--- src/rtl/hazard_ctrl_if.sv ---
// Hazard controller signal bundle: ID/EX hazard inputs and front-end pipeline controls.
// master drives the pipeline status; slave is the hazard controller.
interface hazard_ctrl_if;
  logic [4:0]  ID_Rs;
  logic [4:0]  ID_Rt;
  logic        ID_UsesRt;
  logic        ID_MultiCycle;
  logic        EX_MemRead;
  logic [4:0]  EX_Rt;
  logic        EX_BranchTaken;
  logic        PCWrite;
  logic        IFIDWrite;
  logic        IFIDFlush;
  logic        IDEXBubble;
  logic [15:0] StallCycles;

  modport master (
    output ID_Rs, ID_Rt, ID_UsesRt, ID_MultiCycle, EX_MemRead, EX_Rt, EX_BranchTaken,
    input  PCWrite, IFIDWrite, IFIDFlush, IDEXBubble, StallCycles
  );

  modport slave (
    input  ID_Rs, ID_Rt, ID_UsesRt, ID_MultiCycle, EX_MemRead, EX_Rt, EX_BranchTaken,
    output PCWrite, IFIDWrite, IFIDFlush, IDEXBubble, StallCycles
  );
endinterface

--- src/rtl/hazard_ctrl.sv ---
// Front-end hazard controller: load-use, multi-cycle ID op and taken-branch sequencing.
// Define HAZARD_STATS_EN to build the saturating StallCycles counter; otherwise it reads 0.
module hazard_ctrl #(
  parameter int unsigned MC_CYCLES = 4,
  parameter int unsigned CNT_W     = 3
) (
  input logic         Clk,
  input logic         Rst_n,
  hazard_ctrl_if.slave hif
);

  typedef enum logic [1:0] {StRun, StMcStall, StMcRelease} state_e;

  state_e             state_q, state_d;
  logic [CNT_W-1:0]   cnt_q, cnt_d;
  logic               load_use;
  logic               pc_write, ifid_write, ifid_flush, idex_bubble;

  // $0 is hard-wired zero, so a load targeting it never creates a dependency.
  assign load_use = hif.EX_MemRead && (hif.EX_Rt != 5'd0) &&
                    ((hif.EX_Rt == hif.ID_Rs) || (hif.ID_UsesRt && (hif.EX_Rt == hif.ID_Rt)));

  always_ff @(posedge Clk or negedge Rst_n) begin
    if (!Rst_n) begin
      state_q <= StRun;
      cnt_q   <= '0;
    end else begin
      state_q <= state_d;
      cnt_q   <= cnt_d;
    end
  end

  always_comb begin
    state_d     = state_q;
    cnt_d       = cnt_q;
    pc_write    = 1'b1;
    ifid_write  = 1'b1;
    ifid_flush  = 1'b0;
    idex_bubble = 1'b0;
    if (!Rst_n) begin
      pc_write    = 1'b0;
      ifid_write  = 1'b0;
      ifid_flush  = 1'b1;
      idex_bubble = 1'b1;
      state_d     = StRun;
      cnt_d       = '0;
    end else if (hif.EX_BranchTaken) begin
      ifid_flush  = 1'b1;
      idex_bubble = 1'b1;
      state_d     = StRun;
      cnt_d       = '0;
    end else if (load_use) begin
      // State and count hold, so the stall ends by itself once the load leaves EX.
      pc_write    = 1'b0;
      ifid_write  = 1'b0;
      idex_bubble = 1'b1;
    end else begin
      unique case (state_q)
        StRun: begin
          if (hif.ID_MultiCycle) begin
            pc_write    = 1'b0;
            ifid_write  = 1'b0;
            idex_bubble = 1'b1;
            if (MC_CYCLES == 1) begin
              state_d = StMcRelease;
              cnt_d   = '0;
            end else begin
              state_d = StMcStall;
              cnt_d   = CNT_W'(MC_CYCLES - 1);
            end
          end
        end
        StMcStall: begin
          pc_write    = 1'b0;
          ifid_write  = 1'b0;
          idex_bubble = 1'b1;
          if (cnt_q == CNT_W'(1)) begin
            state_d = StMcRelease;
            cnt_d   = '0;
          end else begin
            cnt_d = cnt_q - CNT_W'(1);
          end
        end
        StMcRelease: state_d = StRun;
        default: begin
          state_d = StRun;
          cnt_d   = '0;
        end
      endcase
    end
  end

  assign hif.PCWrite    = pc_write;
  assign hif.IFIDWrite  = ifid_write;
  assign hif.IFIDFlush  = ifid_flush;
  assign hif.IDEXBubble = idex_bubble;

`ifdef HAZARD_STATS_EN
  logic [15:0] stall_cnt_q;

  always_ff @(posedge Clk or negedge Rst_n) begin
    if (!Rst_n) begin
      stall_cnt_q <= 16'd0;
    end else if (!pc_write && (stall_cnt_q != 16'hFFFF)) begin
      stall_cnt_q <= stall_cnt_q + 16'd1;
    end
  end

  assign hif.StallCycles = stall_cnt_q;
`else
  assign hif.StallCycles = 16'd0;
`endif

endmodule
--- src/flat_wrapper.sv ---
// flat-port wrapper written by rule: the top's interface ports become plain ports
module hazard_ctrl_flat 
#(
  parameter int unsigned MC_CYCLES = 4,
  parameter int unsigned CNT_W     = 3
)
  (Clk, Rst_n, hif_ID_Rs, hif_ID_Rt, hif_ID_UsesRt, hif_ID_MultiCycle, hif_EX_MemRead, hif_EX_Rt, hif_EX_BranchTaken, hif_PCWrite, hif_IFIDWrite, hif_IFIDFlush, hif_IDEXBubble, hif_StallCycles);
  hazard_ctrl_if hif_i ();
  input logic Clk;
  input logic Rst_n;
  input wire logic [$bits(hif_i.ID_Rs)-1:0] hif_ID_Rs;
  input wire logic [$bits(hif_i.ID_Rt)-1:0] hif_ID_Rt;
  input wire logic [$bits(hif_i.ID_UsesRt)-1:0] hif_ID_UsesRt;
  input wire logic [$bits(hif_i.ID_MultiCycle)-1:0] hif_ID_MultiCycle;
  input wire logic [$bits(hif_i.EX_MemRead)-1:0] hif_EX_MemRead;
  input wire logic [$bits(hif_i.EX_Rt)-1:0] hif_EX_Rt;
  input wire logic [$bits(hif_i.EX_BranchTaken)-1:0] hif_EX_BranchTaken;
  output wire logic [$bits(hif_i.PCWrite)-1:0] hif_PCWrite;
  output wire logic [$bits(hif_i.IFIDWrite)-1:0] hif_IFIDWrite;
  output wire logic [$bits(hif_i.IFIDFlush)-1:0] hif_IFIDFlush;
  output wire logic [$bits(hif_i.IDEXBubble)-1:0] hif_IDEXBubble;
  output wire logic [$bits(hif_i.StallCycles)-1:0] hif_StallCycles;
  assign hif_i.ID_Rs = hif_ID_Rs;
  assign hif_i.ID_Rt = hif_ID_Rt;
  assign hif_i.ID_UsesRt = hif_ID_UsesRt;
  assign hif_i.ID_MultiCycle = hif_ID_MultiCycle;
  assign hif_i.EX_MemRead = hif_EX_MemRead;
  assign hif_i.EX_Rt = hif_EX_Rt;
  assign hif_i.EX_BranchTaken = hif_EX_BranchTaken;
  assign hif_PCWrite = hif_i.PCWrite;
  assign hif_IFIDWrite = hif_i.IFIDWrite;
  assign hif_IFIDFlush = hif_i.IFIDFlush;
  assign hif_IDEXBubble = hif_i.IDEXBubble;
  assign hif_StallCycles = hif_i.StallCycles;
  hazard_ctrl #(.MC_CYCLES(MC_CYCLES), .CNT_W(CNT_W)) u_core (.Clk(Clk), .Rst_n(Rst_n), .hif(hif_i));
endmodule
--- config.mk ---
export PLATFORM = sky130hd
export DESIGN_NAME = hazard_ctrl_flat
export DESIGN_NICKNAME = d
export VERILOG_FILES = /design/src/rtl/hazard_ctrl_if.sv /design/src/rtl/hazard_ctrl.sv /design/src/flat_wrapper.sv
export SDC_FILE = /design/constraint.sdc
export NUM_CORES = 1
export LEC_CHECK = 0
export CAP_MARGIN = 40
export CORE_ASPECT_RATIO = 0.75
export CORE_MARGIN = 1
export CORE_UTILIZATION = 30
export CTS_CLUSTER_SIZE = 16
export DETAILED_ROUTE_END_ITERATION = 12
export GPL_TIMING_DRIVEN = 1
export HOLD_SLACK_MARGIN = 0.06
export PLACE_DENSITY = 0.71
export SKIP_CTS_REPAIR_TIMING = 1
export SLEW_MARGIN = 40
export SYNTH_ARGS = -nofsm -noshare
export SYNTH_HDL_FRONTEND = slang
export SYNTH_SLANG_ARGS = --single-unit
--- constraint.sdc ---
create_clock -name Clk -period 1.9 [get_ports Clk]
set_input_delay 0.38 -clock Clk [delete_from_list [all_inputs] [get_ports Clk]]
set_output_delay 0.38 -clock Clk [all_outputs]
set_load 0.02 [all_outputs]
### Word level (Yosys, flattened, before mapping)

Cells that the tools add are included.

* bits in registers: 5
* logic and storage cells: 44
* input bits: 21

* reduce and logical (&&, ||, !) cells: 8
* mux-type cells: 24
* $add $sub $neg: 1
* equal/unequal tests: 9

Operators by type and width (count)
* $mux W3: 5
* $eq A5 B5 Y1: 2
* $mux W1: 10
* $mux W2: 5
* $pmux W3 S3: 1
* $ne A3 B3 Y1 const B: 2
* $reduce_and A3 Y1: 2
* $reduce_bool A5 Y1: 1
* $ne A4 B3 Y1 const B: 1
* $ne A4 B4 Y1 const B: 1
* $pmux W1 S2: 2
* $pmux W2 S2: 1
* $eq A3 B1 Y1 const B: 1
* $logic_and A1 B1 Y1: 3
* $sub A3 B1 Y3 const B: 1
* $eq A2 B1 Y1 const B: 1
* $eq A2 B2 Y1 const B: 1
* $logic_not A2 Y1: 1
* $logic_or A1 B1 Y1: 1

### Depth between registers and ports, before layout

Gate-level depths: netlist of the first run.

* depth after elaboration: 7
* gate-level depth with buffers: 7
* depth with buffers taken out: 6

### Worst setup path before layout of the first run

Ideal clock, no wire load.

* kind: input-to-output
* start: input port hif_EX_Rt[3]
* end: output port hif_PCWrite
* path slack: -0.208 ns
* required time: 1.520 ns
* data arrival time: 1.728 ns
* cell stages on the path: 7
* path buffers: 2
* cell sequence: xor2_1 > nor4_2 > a32oi_1 > or2_1 > buf_6 > a22o_2 > buf_4

* word-level cells in the longest chain between the ends: 7
* elaborated cells between the ends (all ways): 10

Ends and longest elaborated chain
* start: declaration: RTL line flat_wrapper.sv:16 `input wire logic [$bits(hif_i.EX_Rt)-1:0] hif_EX_Rt;`
* $eq A5 B5 Y1: RTL line hazard_ctrl.sv:21 `((hif.EX_Rt == hif.ID_Rs) || (hif.ID_UsesRt && (hif.EX_Rt == hif.ID_Rt)));`
* $logic_and A1 B1 Y1: RTL line hazard_ctrl.sv:21
* $logic_or A1 B1 Y1: RTL line hazard_ctrl.sv:21
* $logic_and A1 B1 Y1 (*): RTL line hazard_ctrl.sv:20 `assign load_use = hif.EX_MemRead && (hif.EX_Rt != 5'd0) &&`
* $mux W1 (*) (3 in series)
* end: declaration: RTL line flat_wrapper.sv:18 `output wire logic [$bits(hif_i.PCWrite)-1:0] hif_PCWrite;`

Every way passes the cells marked *; elsewhere a longest branch is shown, timed or not.

### Worst setup path after layout of the first run

* start: input port hif_ID_Rt[4]
* end: output port hif_IFIDWrite

* word-level cells in the longest chain between the ends: 7

Ends and longest elaborated chain
* start: declaration: RTL line flat_wrapper.sv:12 `input wire logic [$bits(hif_i.ID_Rt)-1:0] hif_ID_Rt;`
* $eq A5 B5 Y1: RTL line hazard_ctrl.sv:21
* $logic_and A1 B1 Y1: RTL line hazard_ctrl.sv:21
* $logic_or A1 B1 Y1: RTL line hazard_ctrl.sv:21
* $logic_and A1 B1 Y1: RTL line hazard_ctrl.sv:20
* $mux W1: RTL line hazard_ctrl.sv:52 `end else if (load_use) begin`
* $mux W1: RTL line hazard_ctrl.sv:47 `end else if (hif.EX_BranchTaken) begin`
* $mux W1: RTL line hazard_ctrl.sv:40 `if (!Rst_n) begin`
* end: declaration: RTL line flat_wrapper.sv:19 `output wire logic [$bits(hif_i.IFIDWrite)-1:0] hif_IFIDWrite;`

Every way passes these cells.

==> metrics.csv, run 1 <==
stage,metric,value,unit
outcome,status,finished with violations,
outcome,failing checks,negative setup slack,
timing,period utilization,112,%
grt,pin count of the biggest net entering global routing,9,
drt,initial DRC count,18,
clock_network,Worst-Skew Late Latency,0.25,ns
floorplanning,core area,0.00184,mm^2
synth,adder-cell share of the synthesized area,3.99,%
floorplanning,die height,41.6,um
placement,detailed placer's ending HPWL,1.46,mm
timing,minimum clock period,2.13,ns
setup_path,R2R Path Start,u_core.cnt_q[1],
drt,Final Routed Wirelength,1.78,mm
power,Sw Share,35.6,%
synth,Syn. warnings,0,
floorplanning,Initial Utilization,34.1,%
placement,Placed Instances,131,
drt,wire length per cell,13.2,um
clock_network,CTS buffer count,3,
timing,Clock Skews,0.0105,ns
clock_network,Root Driver,clkbuf_4,
power,Clock power frac,29.3,%
floorplanning,die width,54.8,um
synth,Synth Area in Simple Gates,16.2,%
synth,mux share of post-synthesis cell area,1.60,%
synth,synth unique cells,31,
timing,Pins Over Slew Limit,0,
clock_network,Max clock buf depth,2,
timing,final hold violations,0,
placement,GPL Wtd Cong,0.809,
synth,average cell area after synthesis,8.47,um^2
finish,share of cells above drive strength 1,32.7,%
finish,"Cell Count, Final, Fillers Out",135,
synth,Post-Synthesis Cells,74,
synth,Synth area leader,buf_4,
synth,dominant cells by area after synthesis,"buf_4 20%, dfrtp_1 20%, xor2_1 13%",
floorplanning,Boundary Pins,41,
drt,DR vias,640,
setup_path,CP required,1.52,ns
drt,vias per cell,4.74,
placement,IO buf count,24,
setup_path,critical-path maximum fanout,3,
synth,main combinational cell family by area after synthesis,buffers and inverters,
setup_path,startpoint types,input pin,
grt,global-route wire length before repair,2.62,mm
setup_path,FF-to-FF End,u_core.cnt_q[0],
drt,Routed Antenna Nets,0,
synth,Synth Area in XOR/XNOR,14.0,%
setup_path,Worst Reg-to-Reg Cells,6,
grt,GRT Total Usage,16.0,%
drt,Post-route DRC,0,
finish,Diodes inserted,0,
setup_path,critical path class,in -> out,
synth,synthesized area,627,um^2
hold_path,Min-Delay Path Class,in -> async,
synth,Synth top area share,20.4,%
setup_path,crit end category,output pin,
run,max-cap violations,0,
floorplanning,row count,13,
grt,vias in the first global route,567,
power,cell-internal power,0.000281,W
synth,#FFs+latches synth,5,
power,Max rail drop VDD,0.000392,V
finish,Syn-to-layout area delta,61.3,%
power,Pwr per Cell Area,432,mW/mm^2
power,Combinational Power Share,44.2,%
synth,register area share after synthesis,20.0,%
placement,worst slack at placement,-1.02,ns
clock_network,CTS tree,done,
timing,fmax,470,MHz
timing,Setup WS post-layout,-0.227,ns
floorplanning,Die Area,0.00228,mm^2
finish,final core utilization,55.0,%
setup_path,Crit path arrival time,1.75,ns
setup_path,flop2flop setup slack,0.46,ns
power,leakage power,0.566,nW
clock_network,clock-pin slew on the worst setup and hold paths,0.05,ns
clock_network,Sink Count,5,
power,power share of the sequential group,26.5,%
grt,total gr overflow,0,
power,Psw,0.000155,W
grt,initial antenna violation count,0,
finish,nets@finish,137,
clock_network,number of H-tree levels,1,
drt,DRT Pass-1 Iters,4,
timing,RSZ-0062 raised after global routing,yes,
timing,setup violators final,3,
synth,Synth Area in Compound Gates,18.6,%
-- area by class of cell --
class	instances	area (um^2)
clock buffer	3	22.5
multi-input combinational	61	442
fill	167	827
sequential	5	125
clock inverter	1	5.00
timing repair buffer	39	374
tap	22	27.5
inverter	4	15.0
-- kinds of logic after synthesis --
logic type | count (synthesis)
AO/OA/AOI/OAI | 14
XOR/XNOR | 10
adder cells (fa/ha/maj) | 2
buffers and inverters | 23
flip-flops | 5
multiplexers | 1
other | 1
AND/OR/NAND/NOR | 18
-- critical path: stages --
cell,delay [ns]
dlymetal6s2s_1,0.13
xor2_1,0.18
nor4_2,0.24
a32oi_1,0.17
or2_4,0.28
a22o_4,0.24
buf_6,0.13
-- cell usage after synthesis --
master,instances
a311o_1,1
a21o_1,1
nor2b_1,3
o31ai_1,2
a32oi_1,1
o2111ai_1,1
nor3_1,2
buf_6,1
conb_1,1
xnor2_1,1
buf_4,17
and2_1,1
o21ai_1,1
or2_1,1
nand2_1,2
ha_1,2
nor4_2,1
nor2_1,5
nand3_1,1
a22o_2,2
nor4b_1,1
a32o_1,2
a211o_1,1
xor2_1,9
clkbuf_1,1
dfrtp_1,5
or4_1,1
inv_1,4
a21boi_0,1
o21ai_0,1
mux2i_1,1
-- state kept, by name (all words and copies together) (netlist names) --
name / flops
u_core.cnt_q: 3
u_core.state_q: 2
-- routing by layer --
metal,global-route usage (%),vias to the layer above,share of wire [%]
met5,0,-,0
met4,6.15,0,2.1
met3,2.20,6,6.7
met2,23.6,37,49
met1,22.8,295,42
li1,-,302,-
-- cell usage in the layout, fill, tap and decap left out, types with 2 or more instances in the layout --
cell type,count
nor2b_1,2
ha_1,2
clkdlybuf4s50_1,4
inv_1,4
buf_6,5
conb_1,16
nand2_1,2
xor2_1,8
nor3_1,2
buf_4,15
a32o_1,2
nor2_1,4
dfrtp_1,5
clkbuf_4,3
dlymetal6s2s_1,12
clkbuf_2,3
-- power by group through the flow --
stage / clock (W) / sequential (W) / combinational [W]
floorplan: 0 / 0.000116 / 0.000124
global placement: 0 / 0.000117 / 0.000184
detailed placement: 0 / 0.000117 / 0.000187
CTS: 0.000133 / 0.000116 / 0.000188
global route: 0.000141 / 0.000116 / 0.000209
finish: 0.000128 / 0.000116 / 0.000193
-- through the flow --
stage / hold WS [ns] / TNS (ns) / instance area, um^2 / power, W
2_1_floorplan: 0.0844 / -0.222 / 694 / 0.000240
3_3_place_gp: 0.485 / -4.93 / 928 / 0.000301
3_5_place_dp: 0.539 / -5.32 / 928 / 0.000305
4_1_cts: 0.496 / -4.06 / 956 / 0.000437
5_1_grt: 0.131 / -0.676 / 1010 / 0.000466
6_report: 0.141 / -0.589 / 1010 / 0.000436
-- worst max-delay path by stage --
stage          slack (ns)         start             to  depth (start not counted)
2_1_floorplan       -0.17  hif_EX_Rt[3]    hif_PCWrite                          7
3_3_place_gp        -0.98  hif_EX_Rt[3]  hif_IFIDWrite                          7
3_5_place_dp        -1.02  hif_EX_Rt[3]  hif_IFIDWrite                          7
4_1_cts             -1.03  hif_EX_Rt[3]  hif_IFIDWrite                          7
5_1_grt             -0.24  hif_ID_Rt[4]    hif_PCWrite                          7
6_report            -0.23  hif_ID_Rt[4]  hif_IFIDWrite                          7
No activity file was read; power rests on OpenSTA's default activity.
==> run 2, diff against run 1 <==
--- a/config.mk
+++ b/config.mk
@@ -19,3 +19,4 @@
 export SYNTH_ARGS = -nofsm -noshare
 export SYNTH_HDL_FRONTEND = slang
 export SYNTH_SLANG_ARGS = --single-unit
+export TNS_END_PERCENT = 100
==> results of run 2 <==
Same layout as run 1: the final DEF is identical, and so are final timing and power.
==> run 3, diff against run 2 <==
--- a/config.mk
+++ b/config.mk
@@ -8,12 +8,12 @@
 export CAP_MARGIN = 40
 export CORE_ASPECT_RATIO = 0.75
 export CORE_MARGIN = 1
-export CORE_UTILIZATION = 30
+export CORE_UTILIZATION = 32
 export CTS_CLUSTER_SIZE = 16
 export DETAILED_ROUTE_END_ITERATION = 12
 export GPL_TIMING_DRIVEN = 1
 export HOLD_SLACK_MARGIN = 0.06
-export PLACE_DENSITY = 0.71
+export PLACE_DENSITY = 0.75
 export SKIP_CTS_REPAIR_TIMING = 1
 export SLEW_MARGIN = 40
 export SYNTH_ARGS = -nofsm -noshare
==> run 3 against run 2 <==
The run still ends with negative setup slack left; sequential cell count unchanged; clock skew decreased by 0.00063 ns; maximum frequency increased by 2.7%; hold slack improved by 0.34 ns; sequential share of layout area decreased by 0.65 points; non-clock buffer count increased by 7; count of clock-buffer cells in the layout increased by 1; final area increased by 5.6%; power increased by 3.3%.
==> metrics.csv, run 3 (synthesis results as in run 1) <==
stage,metric,value,unit,change
clock_network,clock-pin slew on the worst setup and hold paths,0.05,ns,about the same
clock_network,CTS buffer count,3,,unchanged
drt,vias per cell,4.51,,-4.9%
finish,"commonest non-fill, non-tap cell in the layout",buf_4,,
floorplanning,row count,13,,unchanged
drt,Routed Antenna Nets,0,,unchanged
setup_path,cell breakdown of the critical path,buf_6 -> xor2_2 -> nor4_2 -> a32oi_1 -> or2_4 -> a22o_4 -> buf_6,,
setup_path,CP required,1.52,ns,about the same
grt,global-route wire length before repair,2.22,mm,-15%
clock_network,Worst-Skew Late Latency,0.25,ns,about the same
timing,Setup WS post-layout,-0.171,ns,+0.0562 ns
clock_network,Sink Count,5,,unchanged
drt,Final Routed Wirelength,1.61,mm,-9.3%
finish,number of flip-flops in the largest register,3,,unchanged
placement,placed cell areas,966,um^2,+4.0%
setup_path,CP most frequent cell,buf_6,,
grt,GRT Total Usage,14.7,%,-1.2 points
timing,Pins Over Slew Limit,0,,unchanged
setup_path,critical path class,in -> out,,
drt,met1 wire length,737,um,-1.1%
clock_network,Max clock buf depth,2,,unchanged
finish,fillers,152,,-9.0%
floorplanning,core area,0.00179,mm^2,-2.7%
setup_path,Crit path arrival time,1.69,ns,-0.06 ns
finish,final core utilization,59.7,%,+4.6 points
setup_path,startpoint types,input pin,,
timing,setup violators final,3,,unchanged
finish,Syn-to-layout area delta,70.3,%,
setup_path,flop2flop setup slack,0.48,ns,+0.02 ns
setup_path,CP bufs+invs,2,,unchanged
clock_network,number of H-tree levels,1,,unchanged
grt,total gr overflow,0,,unchanged
setup_path,"Slowest-stage cell, CP",nor4_2,,
timing,final hold violations,0,,unchanged
drt,wire length on met3,75,um,-38%
grt,initial antenna violation count,0,,unchanged
grt,pin count of the biggest net entering global routing,9,,unchanged
drt,wire length per cell,11.4,um,-14%
outcome,failing checks,negative setup slack,,
drt,Post-route DRC,0,,unchanged
placement,GPL Wtd Cong,0.739,,-8.7%
power,Max rail drop VDD,0.000344,V,-12%
setup_path,FF-to-FF End,u_core.cnt_q[0],,
setup_path,critical-path maximum fanout,3,,unchanged
placement,IO buf count,24,,unchanged
drt,DR vias,640,,unchanged
setup_path,crit end category,output pin,,
setup_path,highest cell delay on the worst timing path,0.27,ns,about the same
clock_network,Root Driver,clkbuf_4,,
power,Pwr per Cell Area,422,mW/mm^2,-2.1%
timing,period utilization,109,%,-3.0 points
timing,RSZ-0062 raised after global routing,yes,,
drt,initial DRC count,12,,-6
outcome,status,finished with violations,,
timing,Clock Skews,0.00986,ns,-0.000629 ns
timing,minimum clock period,2.07,ns,-0.0562 ns
drt,met2 wire length,798,um,-8.6%
setup_path,Worst Reg-to-Reg Cells,6,,unchanged
finish,nets@finish,144,,+5.1%
setup_path,R2R Path Start,u_core.cnt_q[1],,
finish,fin area,0.00107,mm^2,+5.6%
floorplanning,die width,53.1,um,-3.1%
setup_path,instance count on the critical path,7,,unchanged
run,max-cap violations,0,,unchanged
drt,max layer used,met3,,
finish,largest register by flop count,u_core.cnt_q,,
finish,Top Registers,"u_core.cnt_q x3, u_core.state_q x2",,
hold_path,Min-Delay Path Class,in -> async,,
finish,most frequent cells in the layout,"21 x buf_4, 16 x conb_1, 10 x dlymetal6s2s_1",,
timing,fmax,483,MHz,+2.7%
clock_network,CTS tree,done,,
setup_path,Top delay family on crit path,simple AND/OR/NAND/NOR gates,,
drt,DRT Pass-1 Iters,4,,unchanged
power,leakage power,0.586,nW,+3.7%
floorplanning,Initial Utilization,35.0,%,+0.93 points
grt,vias in the first global route,556,,-1.9%
floorplanning,Die Area,0.00214,mm^2,-6.0%
floorplanning,die height,40.3,um,-3.0%
finish,area of the multi-input gates,453,um^2,+2.5%
finish,share of cells above drive strength 1,37.5,%,+4.8 points
placement,detailed placer's ending HPWL,1.28,mm,-12%
floorplanning,Boundary Pins,41,,unchanged
finish,Register Area,125,um^2,unchanged
finish,Diodes inserted,0,,unchanged
==> run 3: cell count changes in the layout (fill, tap and decap cells not counted), sizes merged <==
cell / change
buf: +7
clkbuf: +2
dlymetal6s2s: -2
clkdlybuf4s50: +1
clkinv: -1
==> run 3: how the worst max path moves through the flow <==
| stage | from | to | slack [ns] |
|---|---|---|---|
| after detailed placement | hif_EX_Rt[3] | hif_IFIDWrite | -0.95 |
| after global routing | hif_ID_Rt[2] | hif_IFIDWrite | -0.23 |
| after global placement | hif_EX_Rt[1] | hif_IFIDWrite | -0.95 |
| after CTS | hif_EX_Rt[1] | hif_IFIDWrite | -0.97 |
| final | hif_ID_Rt[2] | hif_PCWrite | -0.17 |
| after floorplan | hif_EX_Rt[3] | hif_PCWrite | -0.17 |
==> run 3: layout make-up <==
cell class                 count  share of cell area [%]
clock buffer                   4                    2.46
sequential                     5                    11.7
tap                           22                    2.58
timing repair buffer          46                    39.4
inverter                       4                    1.41
multi-input combinational     61                    42.4
==> run 3: per-layer routing <==
metal | up-vias | track usage (%)
met5 | - | 0
met4 | 0 | 7.89
met3 | 0 | 2.27
met2 | 30 | 24.7
met1 | 294 | 18.5
li1 | 316 | -
==> run 3: stage by stage <==
stage          std cells  power [W]  hold WS, ns  TNS [ns]  setup slack (ns)
2_1_floorplan         89   0.000240       0.0844    -0.222            -0.173
3_3_place_gp         136   0.000309        0.489     -4.66            -0.954
3_5_place_dp         136   0.000312        0.500     -4.70            -0.949
4_1_cts              140   0.000443        0.470     -3.55            -0.969
5_1_grt              142   0.000476        0.509    -0.655            -0.226
6_report             142   0.000451        0.481    -0.498            -0.171
==> run 3: where the power goes <==
group          internal, W  switching (W)
Clock            0.0000798      0.0000506
Combinational     0.000104       0.000101
Sequential        0.000112     0.00000372
